===== src/rtl/shift_register_universal_if.sv =====
// Control/data bundle for the universal shift register: the master drives the
// requests and load data, the slave returns the register contents and burst status.
interface shift_register_universal_if #(
    parameter int WIDTH = 8,
    parameter int STEP  = 1,
    parameter int CNT_W = 4
) ();

    logic             en;
    logic             load;
    logic [2:0]       mode;
    logic [STEP-1:0]  serial_in;
    logic [WIDTH-1:0] parallel_in;
    logic             start;
    logic [CNT_W-1:0] count;
    logic [WIDTH-1:0] parallel_out;
    logic [STEP-1:0]  serial_out_r;
    logic [STEP-1:0]  serial_out_l;
    logic             busy;
    logic             done;

    modport master (
        output en, load, mode, serial_in, parallel_in, start, count,
        input  parallel_out, serial_out_r, serial_out_l, busy, done
    );

    modport slave (
        input  en, load, mode, serial_in, parallel_in, start, count,
        output parallel_out, serial_out_r, serial_out_l, busy, done
    );

endinterface


===== src/rtl/shift_register_universal.sv =====
// Universal shift register: single steps while idle, or counted bursts that
// latch their mode at start and can be stalled with en or aborted by load.
module shift_register_universal #(
    parameter int WIDTH = 8,
    parameter int STEP  = 1,
    parameter int CNT_W = 4
) (
    input  logic                       clk,
    input  logic                       rst,
    shift_register_universal_if.slave  bus
);

    localparam logic [2:0] MODE_LSR = 3'b001;
    localparam logic [2:0] MODE_LSL = 3'b010;
    localparam logic [2:0] MODE_ROR = 3'b011;
    localparam logic [2:0] MODE_ROL = 3'b100;
    localparam logic [2:0] MODE_ASR = 3'b101;

    if ((STEP < 1) || (STEP > WIDTH) || ((WIDTH % STEP) != 0)) begin : g_bad_step
        $error("shift_register_universal: STEP must divide WIDTH and lie in 1..WIDTH");
    end

    logic [WIDTH-1:0] data_q, data_d;
    logic             busy_q, busy_d;
    logic             done_q, done_d;
    logic [CNT_W-1:0] cnt_q,  cnt_d;
    logic [2:0]       mode_q, mode_d;

    // Shifts are built on a WIDTH+STEP concatenation so STEP == WIDTH needs no special case.
    function automatic logic [WIDTH-1:0] step_fn(
        input logic [WIDTH-1:0] v,
        input logic [2:0]       m,
        input logic [STEP-1:0]  si
    );
        logic [WIDTH-1:0] r;
        r = v;
        case (m)
            MODE_LSR: r = WIDTH'({si, v} >> STEP);
            MODE_LSL: r = WIDTH'({v, si});
            MODE_ROR: r = WIDTH'({v[STEP-1:0], v} >> STEP);
            MODE_ROL: r = WIDTH'({v, v[WIDTH-1 -: STEP]});
            MODE_ASR: r = WIDTH'({{STEP{v[WIDTH-1]}}, v} >> STEP);
            default:  r = v;
        endcase
        return r;
    endfunction

    // Next-state selection in priority order: load, start accept, burst step, idle step.
    always_comb begin
        data_d = data_q;
        busy_d = busy_q;
        done_d = 1'b0;
        cnt_d  = cnt_q;
        mode_d = mode_q;
        if (bus.load) begin
            data_d = bus.parallel_in;
            busy_d = 1'b0;
            cnt_d  = {CNT_W{1'b0}};
        end else if (bus.start && !busy_q) begin
            mode_d = bus.mode;
            cnt_d  = bus.count;
            if (bus.count == {CNT_W{1'b0}}) begin
                busy_d = 1'b0;
                done_d = 1'b1;
            end else begin
                busy_d = 1'b1;
            end
        end else if (busy_q) begin
            if (bus.en) begin
                data_d = step_fn(data_q, mode_q, bus.serial_in);
                cnt_d  = cnt_q - CNT_W'(1);
                // A zero count while busy cannot occur normally; treat it as the last step.
                if (cnt_q <= CNT_W'(1)) begin
                    busy_d = 1'b0;
                    done_d = 1'b1;
                end else begin
                    busy_d = 1'b1;
                end
            end else begin
                data_d = data_q;
            end
        end else if (bus.en) begin
            data_d = step_fn(data_q, bus.mode, bus.serial_in);
        end else begin
            data_d = data_q;
        end
    end

    // State registers with synchronous reset overriding every request.
    always_ff @(posedge clk) begin
        if (rst) begin
            data_q <= {WIDTH{1'b0}};
            busy_q <= 1'b0;
            done_q <= 1'b0;
            cnt_q  <= {CNT_W{1'b0}};
            mode_q <= 3'b000;
        end else begin
            data_q <= data_d;
            busy_q <= busy_d;
            done_q <= done_d;
            cnt_q  <= cnt_d;
            mode_q <= mode_d;
        end
    end

    assign bus.parallel_out = data_q;
    assign bus.serial_out_r = data_q[STEP-1:0];
    assign bus.serial_out_l = data_q[WIDTH-1 -: STEP];
    assign bus.busy         = busy_q;
    assign bus.done         = done_q;

endmodule


===== src/flat_wrapper.sv =====
// flat-port wrapper written by rule: the top's interface ports become plain ports
module shift_register_universal_flat 
#(
    parameter int WIDTH = 8,
    parameter int STEP  = 1,
    parameter int CNT_W = 4
)
  (clk, rst, bus_en, bus_load, bus_mode, bus_serial_in, bus_parallel_in, bus_start, bus_count, bus_parallel_out, bus_serial_out_r, bus_serial_out_l, bus_busy, bus_done);
  shift_register_universal_if #(.WIDTH(WIDTH), .STEP(STEP), .CNT_W(CNT_W)) bus_i ();
  input  logic clk;
  input  logic rst;
  input wire logic [$bits(bus_i.en)-1:0] bus_en;
  input wire logic [$bits(bus_i.load)-1:0] bus_load;
  input wire logic [$bits(bus_i.mode)-1:0] bus_mode;
  input wire logic [$bits(bus_i.serial_in)-1:0] bus_serial_in;
  input wire logic [$bits(bus_i.parallel_in)-1:0] bus_parallel_in;
  input wire logic [$bits(bus_i.start)-1:0] bus_start;
  input wire logic [$bits(bus_i.count)-1:0] bus_count;
  output wire logic [$bits(bus_i.parallel_out)-1:0] bus_parallel_out;
  output wire logic [$bits(bus_i.serial_out_r)-1:0] bus_serial_out_r;
  output wire logic [$bits(bus_i.serial_out_l)-1:0] bus_serial_out_l;
  output wire logic [$bits(bus_i.busy)-1:0] bus_busy;
  output wire logic [$bits(bus_i.done)-1:0] bus_done;
  assign bus_i.en = bus_en;
  assign bus_i.load = bus_load;
  assign bus_i.mode = bus_mode;
  assign bus_i.serial_in = bus_serial_in;
  assign bus_i.parallel_in = bus_parallel_in;
  assign bus_i.start = bus_start;
  assign bus_i.count = bus_count;
  assign bus_parallel_out = bus_i.parallel_out;
  assign bus_serial_out_r = bus_i.serial_out_r;
  assign bus_serial_out_l = bus_i.serial_out_l;
  assign bus_busy = bus_i.busy;
  assign bus_done = bus_i.done;
  shift_register_universal #(.WIDTH(WIDTH), .STEP(STEP), .CNT_W(CNT_W)) u_core (.clk(clk), .rst(rst), .bus(bus_i));
endmodule

===== config.mk =====
export PLATFORM = sky130hd
export DESIGN_NAME = shift_register_universal_flat
export DESIGN_NICKNAME = d
export VERILOG_FILES = /design/src/rtl/shift_register_universal_if.sv /design/src/rtl/shift_register_universal.sv /design/src/flat_wrapper.sv
export SDC_FILE = /design/constraint.sdc
export NUM_CORES = 1
export LEC_CHECK = 0
export ABC_AREA = 1
export CAP_MARGIN = 15
export CORE_MARGIN = 2
export CORE_UTILIZATION = 50
export DETAILED_ROUTE_END_ITERATION = 10
export PLACE_DENSITY = 0.78
export SETUP_SLACK_MARGIN = 0.15
export SYNTH_ARGS = -nofsm -noshare
export SYNTH_HDL_FRONTEND = slang
export SYNTH_SLANG_ARGS = --single-unit
export TNS_END_PERCENT = 10

===== constraint.sdc =====
create_clock -name clk -period 1.5 [get_ports clk]
set_input_delay 0.3 -clock clk [delete_from_list [all_inputs] [get_ports clk]]
set_output_delay 0.3 -clock clk [all_outputs]
set_load 0.01 [all_outputs]

**Word-level counts from Yosys, hierarchy flattened**

Cells that the tools add are included.

- Bitwise logic cells: 1
- Order comparisons: 1
- $add $sub $neg: 1
- Muxes and demuxes: 20
- Equal/unequal tests: 15
- Reductions and logical operators: 13

Operator list:

| kind | number |
|---|---|
| $pmux 8 s5 | 2 |
| $mux 8 | 5 |
| $eq 3x2->1 const B | 4 |
| $eq 3x3->1 const B | 4 |
| $mux 4 | 3 |
| $mux 1 | 10 |
| $ne 7x7->1 const B | 1 |
| $reduce_bool 7->1 | 1 |
| $eq 3x1->1 const B | 2 |
| $ne 6x6->1 const B | 1 |
| $reduce_and 6->1 | 1 |
| $reduce_bool 2->1 | 3 |
| $reduce_bool 6->1 | 1 |
| $le 4x1->1 const B | 1 |
| $logic_not 4->1 | 1 |
| $reduce_and 2->1 | 2 |
| $reduce_and 4->1 | 1 |
| $sub 4x1->4 const B | 1 |
| $ne 3x2->1 const B | 1 |
| $ne 3x3->1 const B | 1 |
| $ne 2x2->1 const B | 1 |
| $reduce_or 2->1 | 1 |
| $logic_and 1x1->1 | 1 |
| $logic_not 1->1 | 1 |
| $not 1->1 | 1 |

- Output and inout port bits: 12
- Logic and storage cells: 57
- Register bits: 17

**Logic depth before layout (Yosys ltp)**

- Word-level depth: 6
- Gate-level depth with buffers: 10
- Gate-level depth less buffers: 9

**Worst setup path after synthesis**

Ideal clock, no wire load.

- Kind: register to register
- Start: register u_core.busy_q, in the netlist u_core.bus.busy
- End: register u_core.data_q[5], in the netlist u_core.bus.parallel_out[5]
- Clock period less this slack: 1.355 ns
- Cell stages (with the launch flop): 9
- Setup slack: 0.145 ns
- Arrival: 1.222 ns
- Path buffers: 1
- Setup time: 0.133 ns
- Cell sequence: dfxtp_1 > inv_2 > nor2_2 > nand4_2 > nand3_4 > buf_12 > nor2_2 > nand2_1 > a21oi_2

- Cells in the longest elaborated chain, start to end: 4

Ends and longest elaborated chain:

| item | RTL line | text |
|---|---|---|
| from (decl) | shift_register_universal.sv:24 | `logic busy_q, busy_d;` |
| from (signal assigned) | shift_register_universal.sv:99 | `busy_q <= busy_d;` |
| $logic_not 1->1 | shift_register_universal.sv:59 | `end else if (bus.start && !busy_q) begin` |
| $logic_and 1x1->1 | shift_register_universal.sv:59 |  |
| $ne 2x2->1 (no source line) | - |  |
| $reduce_and 4->1 (no source line) | - |  |
| to (signal assigned) | shift_register_universal.sv:92 | `data_q <= {WIDTH{1'b0}};` |
| to (signal assigned) | shift_register_universal.sv:98 | `data_q <= data_d;` |
| to (decl) | shift_register_universal.sv:23 | `logic [WIDTH-1:0] data_q, data_d;` |

Parallel ways exist; a longest one is shown, timed or not. The select of a mux whose other input is x is not followed.
A chain may end at the register's enable or synchronous reset.

**Worst setup path in the final report**

- Start: register u_core.busy_q, in the netlist u_core.bus.busy
- End: register u_core.data_q[0], in the netlist u_core.bus.parallel_out[0]

Same word-level chain as after synthesis.

==> key figures <==
Layout
  • Ant diodes: 0
  • Core Util, Final: 0.746
  • Syn-to-layout area delta: 42.3%
  • Nets: 303
  • Layout cells sized above 1: 0.308
  • Design area: roughly 2000 um^2

Hold path
  • Hold Path Class: reg -> reg
  • Worst Min Path Start: u_core.cnt_q[2]$_SDFFE_PP0P_

Job
  • Max cap viols: 0

Setup path
  • Crit path max fanout: 8
  • CP Launch Point: u_core.bus.busy$_SDFF_PP0_
  • Slowest CP cell: dfxtp_4
  • CP peak stage delay: about 370 ps
  • WP data required: approximately 1700 ps
  • Worst setup SP type: flip-flop
  • Worst Setup End Kind: flip-flop
  • CP Class: reg -> reg
  • FF-to-FF Start: u_core.bus.busy$_SDFF_PP0_
  • Critical Path AT: 1540 ps
  • Crit-path cells: buf_8 -> nor2_2 -> nand4_4 -> nand3_4 -> nor2_1 -> nand2_1 -> a21oi_2

Timing
  • Final min period: 1320 ps
  • Layout Skew: around 3.4 ps
  • TNS Setup: 0 ps
  • RSZ-0062 raised after global routing: yes
  • Setup ws final: around 180 ps
  • Hold Vio Cnt, Final: 0
  • Fin Hold WS: approximately 520 ps
  • Final worst-path cycle share: 0.882
  • Relative slew slack: 0.729
  • Worst-Margin Slew: 403 ps
  • Final setup viols: 0
  • Final Max Tran Viols: 0
  • Fmax: 756 MHz

Place
  • Buffers on Ports: 32
  • DP Area: about 1900 um^2
  • Pre-CTS setup slack: -305 ps
  • Dpl hpwl: around 2800 um
  • GP Congestion: just under 0.9

CTS
  • Clock Latency Late Sink: around 310 ps
  • Clk sink count: 17
  • CTS Buffer Depth: 2
  • Cts hold-fix bufs: 0
  • Total CTS buffers: 3
  • Total number of H-tree levels: 1
  • Clock root buffer: clkbuf_4
  • CTS tree: built
  • CTS clk-pin slew, worst paths: between 100 and 150 ps

Synth
  • Ranking of synthesized cells by area: dfxtp_1, nand2_1, nand3_1
  • Syn Inst Count: around 230
  • Top_reg_cell synth: dfxtp_1
  • Register area share after synthesis: 0.237
  • Top-area cell type share of the netlist area: 0.237
  • Synthesized area: about 1400 um^2
  • Count leader, synth: nand2_1
  • Synthesized area per cell: about 6.4 um^2
  • Warning count from the yosys run: 0
  • Net Count, Synth: between 200 and 250
  • Post-synth ARST share: 0
  • Top cells by instance count after synthesis: nand2_1, nand3_1, nor2_1
  • Post-synthesis cell type count: 29
  • Post-synth EDFFs: 0
  • Synthesized flop and latch total: 17
  • Yosys top cell by area: dfxtp_1

Floorplanning
  • Chip height: 57.6 um
  • Initial Util: 0.524
  • Row cnt: 19
  • Area of the core: approximately 2700 um^2
  • Die footprint: between 3000 and 4000 um^2
  • Die X: between 50 and 60 um
  • Ports: 33

GRT
  • Remaining Overflow, GRT: 0
  • Total track usage: 0.246
  • Number of global-route vias before repair: approximately 1,500
  • First-pass GRT wire length: between 6000 and 7000 um
  • Antenna violations before repair: 0
  • Largest net degree at the start of global routing: 15

Power
  • Static Leak: 0.923 nW
  • Max VDD drop: roughly 630 uV
  • P per Cell Area: about 660 nW/um^2

Routing
  • DR vias/cell: 5.45
  • Initial drt markers: 90
  • Antenna-violating nets left: 0
  • Pre-antenna DRT Iters: 4
  • Wirelength per Cell: about 13 um
  • Via count: between 1,500 and 2,000
  • Total wire length: roughly 4200 um
  • Remaining DRCs: 0

Run status
  • Status: complete, no violations
cell families (layout without fill, tap and decap cells):
logic type,count (synthesis),after routing,synth area share
buffers and inverters,32,84,0.112
AO/OA/AOI/OAI,41,41,0.172
adder cells (fa/ha/maj),2,2,0.0174
flip-flops,17,17,0.237
AND/OR/NAND/NOR,133,135,0.462
registers in the layout (all words and copies together) (netlist names):
| register | count |
|---|---|
| u_core.bus.done | 1 |
| u_core.mode_q | 3 |
| u_core.bus.parallel_out | 8 |
| u_core.cnt_q | 4 |
| u_core.bus.busy | 1 |
layout by cell type, fill, tap and decap left out, drive strengths merged, types with 2 or more instances in the layout:
master         count
inv               25
a21oi             20
or2                3
nand3             27
nor2              24
dfxtp             17
nand2             71
ha                 2
nand4              9
clkbuf             3
o21ai             19
clkdlybuf4s50     16
dlygate4sd2       15
buf               23
area by class of cell:
cell class,instances,area (um^2)
clock buffer,3,22.5
clock inverter,1,7.51
fill,224,693
inverter,25,101
multi-input combinational,178,1010
sequential,17,360
tap,31,38.8
timing repair buffer,55,497
critical path, delay by kind of cell (launching register included):
family,cells,cell delay (ps)
AO/OA/AOI/OAI,1,50
buffers and inverters,1,140
flip-flops,1,370
AND/OR/NAND/NOR,5,670
power breakdown:
group          internal, W  switching, W  total, W
sequential        0.000487     0.0000336  0.000520
combinational     0.000243      0.000304  0.000547
clock             0.000102      0.000182  0.000284
per-stage QoR:
| step | instances | power [W] |
|---|---|---|
| floorplan | 225 | 0.000840 |
| global placement | 301 | 0.00103 |
| detailed placement | 301 | 0.00104 |
| CTS | 306 | 0.00130 |
| global route | 310 | 0.00144 |
| finish | 310 | 0.00135 |
path summary, 6_finish.rpt:
path / to / slack (ps) / cells after the start
worst max register to register: u_core.bus.parallel_out[0]$_SDFFE_PP0P_ / 180 / 7
worst min-delay path: u_core.cnt_q[2]$_SDFFE_PP0P_ / 520 / 2
worst max-delay path: u_core.bus.parallel_out[0]$_SDFFE_PP0P_ / 180 / 7
worst min register to register: u_core.cnt_q[2]$_SDFFE_PP0P_ / 520 / 2
metal layers:
metal  GRT usage  share of wire  wire length [um]  up-vias
li1            -              -                 -      856
met1       0.326           0.43              1800      762
met2       0.394           0.49              2050       62
met3      0.0499          0.060               250        9
met4      0.0930          0.018                75        0
met5           0              0                 0        -
what timing repair did:
item                                    4_1_cts  5_1_grt
cloned                                        0        2
setup buffers                                 1        2
endpoints found under the setup margin       20       14
pin swaps                                     2        6
gates resized for setup                      28       26
Note: power is estimated with default switching activity, not from simulation.
